[config.mk]
export PLATFORM = sky130hd
export DESIGN_NAME = reg_bank_arbiter_flat
export DESIGN_NICKNAME = d
export VERILOG_FILES = /design/src/rtl/reg_bank_arbiter_pkg.sv /design/src/rtl/reg_bank_arbiter_if.sv /design/src/rtl/reg_bank_arbiter_rr_arbiter.sv /design/src/rtl/reg_bank_arbiter.sv /design/src/flat_wrapper.sv
export SDC_FILE = /design/constraint.sdc
export NUM_CORES = 1
export LEC_CHECK = 0
export ABC_CLOCK_PERIOD_IN_PS = 4570
export CAP_MARGIN = 25
export CORE_MARGIN = 1
export CORE_UTILIZATION = 55
export CTS_CLUSTER_SIZE = 14
export DETAILED_ROUTE_END_ITERATION = 10
export PLACE_DENSITY = 0.81
export SLEW_MARGIN = 15
export SYNTH_ARGS = -nofsm -noshare
export SYNTH_HDL_FRONTEND = slang
export SYNTH_SLANG_ARGS = --single-unit
[constraint.sdc]
create_clock -name clk -period 4.57 [get_ports clk]
set_input_delay 0.914 -clock clk [delete_from_list [all_inputs] [get_ports clk]]
set_output_delay 0.914 -clock clk [all_outputs]
set_load 0.1 [all_outputs]
[src/rtl/reg_bank_arbiter_pkg.sv]
// Shared constants for the arbitrated register bank: default sizing and
// the address-width derivation used by the top, the interface and the bench.
package reg_bank_pkg;

    localparam int NUM_REQ_DEF = 4;
    localparam int DATA_W_DEF  = 8;
    localparam int DEPTH_DEF   = 8;

    // Address bits needed to index a bank of 'depth' entries (depth >= 2).
    function automatic int addr_w_of(input int depth);
        return $clog2(depth);
    endfunction

    localparam int ADDR_W_DEF = addr_w_of(DEPTH_DEF);

endpackage

[src/rtl/reg_bank_arbiter_if.sv]
// Requester-side bus of the register bank: per-requester request/write
// controls, packed address and data slices, and the shared response.
interface reg_bank_arbiter_if
    import reg_bank_pkg::*;
#(
    parameter int NUM_REQ = NUM_REQ_DEF,
    parameter int DATA_W  = DATA_W_DEF,
    parameter int ADDR_W  = ADDR_W_DEF
);
    logic                      clr_i;
    logic [NUM_REQ-1:0]        req_i;
    logic [NUM_REQ-1:0]        we_i;
    logic [NUM_REQ*ADDR_W-1:0] addr_i;
    logic [NUM_REQ*DATA_W-1:0] wdata_i;
    logic [NUM_REQ-1:0]        gnt_o;
    logic [NUM_REQ-1:0]        rvalid_o;
    logic [DATA_W-1:0]         rdata_o;

    modport master (
        output clr_i, req_i, we_i, addr_i, wdata_i,
        input  gnt_o, rvalid_o, rdata_o
    );

    modport slave (
        input  clr_i, req_i, we_i, addr_i, wdata_i,
        output gnt_o, rvalid_o, rdata_o
    );

endinterface

[src/rtl/reg_bank_arbiter_rr_arbiter.sv]
// Round-robin grant selection: searches upward from ptr with wrap, grants
// the first active request and reports the pointer to use after that grant.
module rr_arbiter #(
    parameter int NUM_REQ = 4,
    parameter int PTR_W   = $clog2(NUM_REQ)
) (
    input  logic [NUM_REQ-1:0] req,
    input  logic [PTR_W-1:0]   ptr,
    output logic [NUM_REQ-1:0] gnt,
    output logic [PTR_W-1:0]   ptr_nxt
);

    logic           w_found;
    logic [PTR_W:0] w_idx;

    // Walk the requesters starting at ptr; the first active one wins and the
    // next search starts just past it. With no request the pointer holds.
    always_comb begin
        gnt     = '0;
        ptr_nxt = ptr;
        w_found = 1'b0;
        w_idx   = '0;
        for (int k = 0; k < NUM_REQ; k++) begin
            w_idx = {1'b0, ptr} + (PTR_W+1)'(k);
            if (w_idx >= (PTR_W+1)'(NUM_REQ)) begin
                w_idx = w_idx - (PTR_W+1)'(NUM_REQ);
            end
            if (!w_found && req[w_idx[PTR_W-1:0]]) begin
                w_found                 = 1'b1;
                gnt[w_idx[PTR_W-1:0]]   = 1'b1;
                if (w_idx == (PTR_W+1)'(NUM_REQ - 1)) begin
                    ptr_nxt = '0;
                end else begin
                    ptr_nxt = w_idx[PTR_W-1:0] + PTR_W'(1);
                end
            end
        end
    end

endmodule

[src/rtl/reg_bank_arbiter.sv]
// Register bank shared by NUM_REQ requesters. One access per cycle is granted
// round-robin; writes commit at the granting edge, reads return the entry as
// it stood before that edge on the following cycle. clr_i wipes the bank.
module reg_bank_arbiter
    import reg_bank_pkg::*;
#(
    parameter int NUM_REQ = NUM_REQ_DEF,
    parameter int DATA_W  = DATA_W_DEF,
    parameter int DEPTH   = DEPTH_DEF
) (
    input  logic               clk,
    input  logic               rst_n,
    reg_bank_arbiter_if.slave  bus
);

    localparam int ADDR_W = addr_w_of(DEPTH);
    localparam int PTR_W  = $clog2(NUM_REQ);

    logic [DATA_W-1:0]  r_mem [DEPTH];
    logic [PTR_W-1:0]   r_ptr;
    logic [NUM_REQ-1:0] r_rvalid;
    logic [DATA_W-1:0]  r_rdata;

    logic [NUM_REQ-1:0] w_req;
    logic [NUM_REQ-1:0] w_gnt;
    logic [PTR_W-1:0]   w_ptr_nxt;
    logic               w_any;
    logic               w_win_we;
    logic [ADDR_W-1:0]  w_win_addr;
    logic [DATA_W-1:0]  w_win_wdata;

    // Nothing may win while the bank is being cleared or held in reset.
    assign w_req = (bus.clr_i || !rst_n) ? '0 : bus.req_i;

    rr_arbiter #(
        .NUM_REQ (NUM_REQ),
        .PTR_W   (PTR_W)
    ) u_rr_arbiter (
        .req     (w_req),
        .ptr     (r_ptr),
        .gnt     (w_gnt),
        .ptr_nxt (w_ptr_nxt)
    );

    assign w_any = |w_gnt;

    // Route the winning requester's controls; everyone else is ignored.
    always_comb begin
        w_win_we    = 1'b0;
        w_win_addr  = '0;
        w_win_wdata = '0;
        for (int i = 0; i < NUM_REQ; i++) begin
            if (w_gnt[i]) begin
                w_win_we    = bus.we_i[i];
                w_win_addr  = bus.addr_i[i*ADDR_W +: ADDR_W];
                w_win_wdata = bus.wdata_i[i*DATA_W +: DATA_W];
            end
        end
    end

    // Storage: async reset and sync clear both zero every entry.
    always_ff @(posedge clk or negedge rst_n) begin
        if (!rst_n) begin
            for (int j = 0; j < DEPTH; j++) begin
                r_mem[j] <= '0;
            end
        end else if (bus.clr_i) begin
            for (int j = 0; j < DEPTH; j++) begin
                r_mem[j] <= '0;
            end
        end else if (w_any && w_win_we) begin
            r_mem[w_win_addr] <= w_win_wdata;
        end
    end

    // Round-robin pointer advances only on a granted cycle.
    always_ff @(posedge clk or negedge rst_n) begin
        if (!rst_n) begin
            r_ptr <= '0;
        end else if (w_any) begin
            r_ptr <= w_ptr_nxt;
        end
    end

    // Read response: one-cycle valid pulse to the reader; data holds otherwise.
    always_ff @(posedge clk or negedge rst_n) begin
        if (!rst_n) begin
            r_rvalid <= '0;
            r_rdata  <= '0;
        end else begin
            r_rvalid <= (w_any && !w_win_we) ? w_gnt : '0;
            if (w_any && !w_win_we) begin
                r_rdata <= r_mem[w_win_addr];
            end
        end
    end

    assign bus.gnt_o    = w_gnt;
    assign bus.rvalid_o = r_rvalid;
    assign bus.rdata_o  = r_rdata;

endmodule

[src/flat_wrapper.sv]
// flat-port wrapper written by rule: the top's interface ports become plain ports
module reg_bank_arbiter_flat import reg_bank_pkg::*;
#(
    parameter int NUM_REQ = NUM_REQ_DEF,
    parameter int DATA_W  = DATA_W_DEF,
    parameter int DEPTH   = DEPTH_DEF
)
  (clk, rst_n, bus_clr_i, bus_req_i, bus_we_i, bus_addr_i, bus_wdata_i, bus_gnt_o, bus_rvalid_o, bus_rdata_o);
  reg_bank_arbiter_if #(.NUM_REQ(NUM_REQ), .DATA_W(DATA_W), .ADDR_W((3))) bus_i ();
  input  logic clk;
  input  logic rst_n;
  input wire logic [$bits(bus_i.clr_i)-1:0] bus_clr_i;
  input wire logic [$bits(bus_i.req_i)-1:0] bus_req_i;
  input wire logic [$bits(bus_i.we_i)-1:0] bus_we_i;
  input wire logic [$bits(bus_i.addr_i)-1:0] bus_addr_i;
  input wire logic [$bits(bus_i.wdata_i)-1:0] bus_wdata_i;
  output wire logic [$bits(bus_i.gnt_o)-1:0] bus_gnt_o;
  output wire logic [$bits(bus_i.rvalid_o)-1:0] bus_rvalid_o;
  output wire logic [$bits(bus_i.rdata_o)-1:0] bus_rdata_o;
  assign bus_i.clr_i = bus_clr_i;
  assign bus_i.req_i = bus_req_i;
  assign bus_i.we_i = bus_we_i;
  assign bus_i.addr_i = bus_addr_i;
  assign bus_i.wdata_i = bus_wdata_i;
  assign bus_gnt_o = bus_i.gnt_o;
  assign bus_rvalid_o = bus_i.rvalid_o;
  assign bus_rdata_o = bus_i.rdata_o;
  reg_bank_arbiter #(.NUM_REQ(NUM_REQ), .DATA_W(DATA_W), .DEPTH(DEPTH)) u_core (.clk(clk), .rst_n(rst_n), .bus(bus_i));
endmodule
# After elaboration in Yosys (flattened, before gate mapping)
# Cells that the tools add are included.
# word_totals
word_cells	121
inputBits	55
register_bits	78
out_inout_bits	16
# op_classes
reduce_logical	20
n_lt_le_gt_ge	14
eq_ne	4
n_bitwise	4
addsub	11
n_mux	57
# op_table
op	count
two-way mux 64 bit	2
bitwise mux 64 bit	1
two-way mux 8 bit	7
binary-select mux 8 bit (select 3 bit)	1
demux 8 bit (select 3 bit)	1
two-way mux 3 bit	8
two-way mux 4 bit	6
two-way mux 2 bit	8
two-way mux 1 bit	15
equality test 3 x 2 -> 1 bit, second input constant	4
< comparator 2 x 3 -> 1 bit, second input constant	4
OR 4 bit	3
logical AND 1 bit	10
greater-or-equal comparator 3 bit, second input constant	3
subtractor 3 bit, second input constant	3
adder 2 x 1 -> 2 bit, second input constant	4
binary-select mux 1 bit (select 2 bit)	4
demux 1 bit (select 2 bit)	4
greater-or-equal comparator 2 x 1 -> 1 bit, second input constant	4
adder 2 x 2 -> 3 bit, second input constant	2
logical NOT 1 bit	5
greater-or-equal comparator 4 bit, second input constant	1
< comparator 4 x 1 -> 1 bit, second input constant	1
NOT 3 -> 4 bit	1
8 further kinds	8

# Logic depth before layout (Yosys ltp)
# logic_depth
ltp_word	27
mapped_depth	16
depth_no_buf	13

# Hierarchy
# From an unflattened synthesis, not the netlist that was laid out.
# hier_totals
cells_unflattened	410
area_unflattened_um2	4554.4
# modules_own_cells
mod	cells_each	area_each_um2	instances	seq_area_each_um2
reg_bank_arbiter	356	4075.2	1	1951.9
rr_arbiter	54	479.2	1	0.0

# Worst setup path before layout
# OpenSTA, ideal clock, no wires.
# synth_timing
path_kind	reg-to-output
startpoint	register u_core.r_ptr[0]
endpoint	output bus_gnt_o[3]
stages_incl_launch_ff	10
path_buffers	4
t_required_ns	3.656
slack_ns	0.039
arrival_ns	3.617
path_cell_list	dfrtp_1 -> buf_4 -> inv_2 -> ha_1 -> mux4_2 -> nor3_2 -> a221o_1 -> buf_4 -> buf_1 -> clkbuf_1
# synth_between
elab_chain_cells	14
word_cells_on_any_way	59
classes_between	add/sub (7); order compare (12); mux (27); bitwise (3); reduce/logical (10)
# synth_lines
item	line	rtl
start: declaration	reg_bank_arbiter.sv:20	logic [PTR_W-1:0] r_ptr;
start signal: assignment	reg_bank_arbiter.sv:81	r_ptr <= w_ptr_nxt;
branches (longest 13 deep; another with adder 2 x 1 -> 3 bit)	--	
two-way mux 4 bit (*)	reg_bank_arbiter_rr_arbiter.sv:28	if (!w_found && req[w_idx[PTR_W-1:0]]) begin
end: declaration	flat_wrapper.sv:17	output wire logic [$bits(bus_i.gnt_o)-1:0] bus_gnt_o;
# Every way passes the cells marked *. The select of a mux whose other input is x is not followed.

# Worst setup path after layout
# layout_timing
startpoint	input bus_req_i[1]
endpoint	output bus_gnt_o[2]
# layout_between
elab_chain_cells	13
word_cells_on_any_way	25
classes_between	mux (16); bitwise (3); reduce/logical (6)
# layout_lines
item	line	rtl
start: declaration	flat_wrapper.sv:13	input wire logic [$bits(bus_i.req_i)-1:0] bus_req_i;
two-way mux 4 bit (*)	reg_bank_arbiter.sv:33	assign w_req = (bus.clr_i || !rst_n) ? '0 : bus.req_i;
binary-select mux 1 bit (select 2 bit)	reg_bank_arbiter_rr_arbiter.sv:28	
two-way mux 1 bit (not written as such)	reg_bank_arbiter_rr_arbiter.sv:28	
two-way mux 1 bit	reg_bank_arbiter_rr_arbiter.sv:28	
logical NOT 1 bit	reg_bank_arbiter_rr_arbiter.sv:28	
logical AND 1 bit	reg_bank_arbiter_rr_arbiter.sv:28	
two-way mux 1 bit	reg_bank_arbiter_rr_arbiter.sv:28	
logical NOT 1 bit	reg_bank_arbiter_rr_arbiter.sv:28	
logical AND 1 bit	reg_bank_arbiter_rr_arbiter.sv:28	
two-way mux 1 bit	reg_bank_arbiter_rr_arbiter.sv:28	
logical NOT 1 bit	reg_bank_arbiter_rr_arbiter.sv:28	
logical AND 1 bit	reg_bank_arbiter_rr_arbiter.sv:28	
two-way mux 4 bit (*)	reg_bank_arbiter_rr_arbiter.sv:28	
# Every way passes the cells marked *; elsewhere a longest branch is shown, timed or not. The select of a mux whose other input is x is not followed.

==> summary.txt <==
Logic synthesis
  • Multiplexer area fraction after synthesis: 0.203
  • Yosys reg bits: 78
  • XOR/XNOR Fraction of Synth Area: 0.00181
  • Main combinational cell family by area after synthesis: multiplexers
  • Adder-Cell Fraction of Synth Area: 0.0155
  • Syn nets: 521
  • Post-synth EDFFs: 0
  • Sequential area share after synthesis: 0.404
  • Avg Cell Area, Syn: 10.5 sq um
  • Mapped Area: 4830 sq um
  • Synth Area in Simple Gates: 0.194
  • Synth Warn #: 0
  • Post-synthesis compound-gate area fraction: 0.150
  • Async S/R FF share, synth: 1.00
  • Ys flop type: dfrtp_1
  • Mapped Cells: 460
  • Count of cell types in the netlist: 60

Placed design
  • Gpl congestion: 0.889
  • Input/output buffers: 70
  • Post-Place Setup Slack: -0.0158 ns
  • Placed cell area: 5890 sq um
  • Detailed placement HPWL: 9.13 mm

Route
  • Post-route ant nets: 0
  • Initial drt markers: 257
  • Vias after detailed routing: 3878
  • DRC: 0
  • DR vias/cell: 5.85
  • Average wire per cell in the routed design: 19.0 microns
  • Drt first pass iters: 4
  • Final wirelength: 12.6 mm

Finish
  • Share of cells above drive strength 1: 0.174
  • Reg area: 1950 sq um
  • Nets: 615
  • Fill count: 633
  • Antenna Cells: 0
  • Multi-input gate area: 2730 sq um
  • Area Overhead vs Synth: 25.5%
  • Design area: 6060 sq um

Min path
  • Worst min-delay path category: in2async

STA
  • Fin. max-slew vios: 0
  • Slew at the pin closest to its max-slew limit: 0.998 ns
  • Setup Skew: 0.00976 ns
  • Final Hold Fails: 0
  • Tmin final: 4.33 ns
  • Headroom to the max-slew limit: 0.333
  • Finish-stage setup viols: 0
  • Setup TNS: 0 ns
  • Final Worst Setup Slack: 0.244 ns
  • Tcrit/Tclk final: 0.947
  • RSZ-0062 raised after global routing: false
  • Highest clock rate: 0.231 GHz

Global routing
  • Vias in the first global route: 4101
  • Largest net degree at the start of global routing: 75
  • First-pass GRT wire length: 20.8 mm
  • Total congestion overflow: 0
  • Antenna violations before repair: 0
  • Total global-route track usage: 0.305

Floorplan
  • Row cnt: 33
  • IO Pins: 71
  • Effective utilization at floorplan: 0.579
  • Die W: 95.7 microns
  • CORE AREA: 8340 sq um
  • Die area: 9160 sq um
  • Die H: 95.7 microns

Power
  • Reg power frac: 0.233
  • Peak VDD IR: 0.000313 V
  • Clock Power Share: 0.134
  • Switching fraction of total power: 0.477
  • Leak: 0.00276 uW
  • Int Pwr: 1820 uW
  • Switch Pwr: 1660 uW
  • Pwr dens: 574 nW/um^2
  • Comb power frac: 0.633

Setup path
  • Crit. End Element: output pin
  • Worst path arrival time: 3.41 ns
  • Worst EP required: 3.66 ns
  • Crit-path cells: clkdlybuf4s50_1 -> mux4_2 -> buf_4 -> or3_1 -> o2bb2ai_1 -> a211o_1 -> buf_4 -> buf_4 -> buf_12
  • CP Max Fanout: 17
  • Startpoint Class: input port
  • Kind of critical path: in2out
  • CP peak stage delay: 0.52 ns
  • Worst R2R Path Depth: 15
  • Most frequent CP cell: buf_4
  • Critical-path top delay cell: clkdlybuf4s50_1

Clock network
  • Root Driver: clkbuf_8
  • Post-CTS Resized: 0
  • Clock sinks: 78
  • # hold bufs at CTS: 0
  • Worst-Skew Late Latency: 0.35 ns
  • Clock-pin slew on the worst setup and hold paths: 0.09 ns
  • CTS tree: done
  • Max Root-Sink Buffers: 2
  • CTS H-tree depth: 3
  • Cts bufs inserted: 9
  • # Post-CTS Setup Buffers: 0

Status
  • Status: completed

Run
  • MaxCap Viol Count: 0
-- metrics by stage --
stage          hold slack [ns]  total power, uW  cells  utilization
2_1_floorplan            0.549             2250    460            -
3_3_place_gp             0.473             2970    648        0.707
3_5_place_dp             0.478             3010    648        0.707
4_1_cts                  0.367             3480    663        0.727
5_1_grt                  0.366             3670    663        0.727
6_report                 0.377             3480    663        0.727
-- placed cells by master (no fill, tap or decap), drive strengths merged, types with 3 or more instances in the layout --
cell	instances
nor3b	7
dfrtp	78
clkbuf	10
mux2i	18
o2bb2ai	5
o21ai	14
nor2b	70
nor2	22
nand3	4
a211oi	4
buf	43
and2	7
nand2b	11
mux2	67
o22a	3
nor3	6
clkdlybuf4s50	64
a221oi	8
a22o	5
nand2	21
a21oi	24
inv	12
ha	6
a22oi	15
-- flip-flops by register name, summed over array words and instances (netlist names) --
name / flops
u_core.r_mem: 64
u_core.bus.rdata_o: 8
u_core.bus.rvalid_o: 4
u_core.r_ptr: 2
-- critical path, delay by kind of cell --
family	cells	cell delay [ns]
compound gates	2	0.40
buf+inv	5	1.27
mux	1	0.52
simple gates	1	0.30
-- power by group through the flow --
stage                     registers, uW  clock network, uW  logic [uW]
after floorplan                    1110                  0        1140
after detailed placement            826                  0        2180
after global routing                821                503        2350
after global placement              824                  0        2150
final                               813                466        2200
after CTS                           812                476        2190
-- per-layer routing --
layer	routed length (microns)	vias up	track usage
li1	-	1837	-
met1	5460	1917	0.385
met2	6320	89	0.515
met3	407	35	0.0474
met4	418	0	0.141
met5	0	-	0
-- final cells by class --
| class | count | share of cell area |
|---|---|---|
| Tap cell | 105 | 0.0217 |
| Inverter | 11 | 0.00681 |
| Sequential cell | 78 | 0.322 |
| Multi-Input combinational cell | 347 | 0.451 |
| Clock buffer | 10 | 0.0227 |
| Timing Repair Buffer | 107 | 0.171 |
| Clock inverter | 5 | 0.00557 |
-- kinds of logic after synthesis --
| kind of cell | Yosys count |
|---|---|
| simple gates | 159 |
| buf+inv | 35 |
| compound gates | 94 |
| fa+ha+maj | 6 |
| xor+xnor | 1 |
| mux | 87 |
| flops | 78 |
-- synth_stat cells (4+ instances only) --
cell type   n  area (sq um)
mux2_1     55           619
a22oi_1    15           113
o2bb2ai_1   5          43.8
a22o_1      5          43.8
nand2_2     8          50.1
nor3b_1     7          52.6
mux2_2     12           135
nor2_1     19          71.3
buf_4       4          30.0
dfrtp_1    78          1950
a21oi_1    24           120
mux2i_1    18           180
nand2b_1   11          68.8
buf_2       7          35.0
ha_1        6          75.1
nand2_1    13          48.8
nor3_1      5          25.0
nor2b_1    70           438
o21ai_1    11          55.1
inv_1       8          30.0
a221oi_1    5          43.8
and2_1      5          31.3
nand3_1     4          20.0
clkbuf_1   11          41.3
-- worst paths after layout --
check	startpoint	endpoint	slack (ns)
setup / recovery	bus_req_i[1]	bus_gnt_o[2]	0.24
hold / removal	rst_n	u_core.bus.rvalid_o[2]$_DFF_PN0_	0.38
setup reg to reg	u_core.r_ptr[1]$_DFFE_PN0P_	u_core.bus.rdata_o[5]$_DFFE_PN0P_	0.42
hold reg to reg	u_core.bus.rdata_o[2]$_DFFE_PN0P_	u_core.bus.rdata_o[2]$_DFFE_PN0P_	0.49
max in group asynchronous	rst_n	u_core.r_mem[57]$_DFFE_PN0P_	3.05
min in group clk	u_core.bus.rdata_o[2]$_DFFE_PN0P_	u_core.bus.rdata_o[2]$_DFFE_PN0P_	0.49
Power figures use the tool's default switching activity.
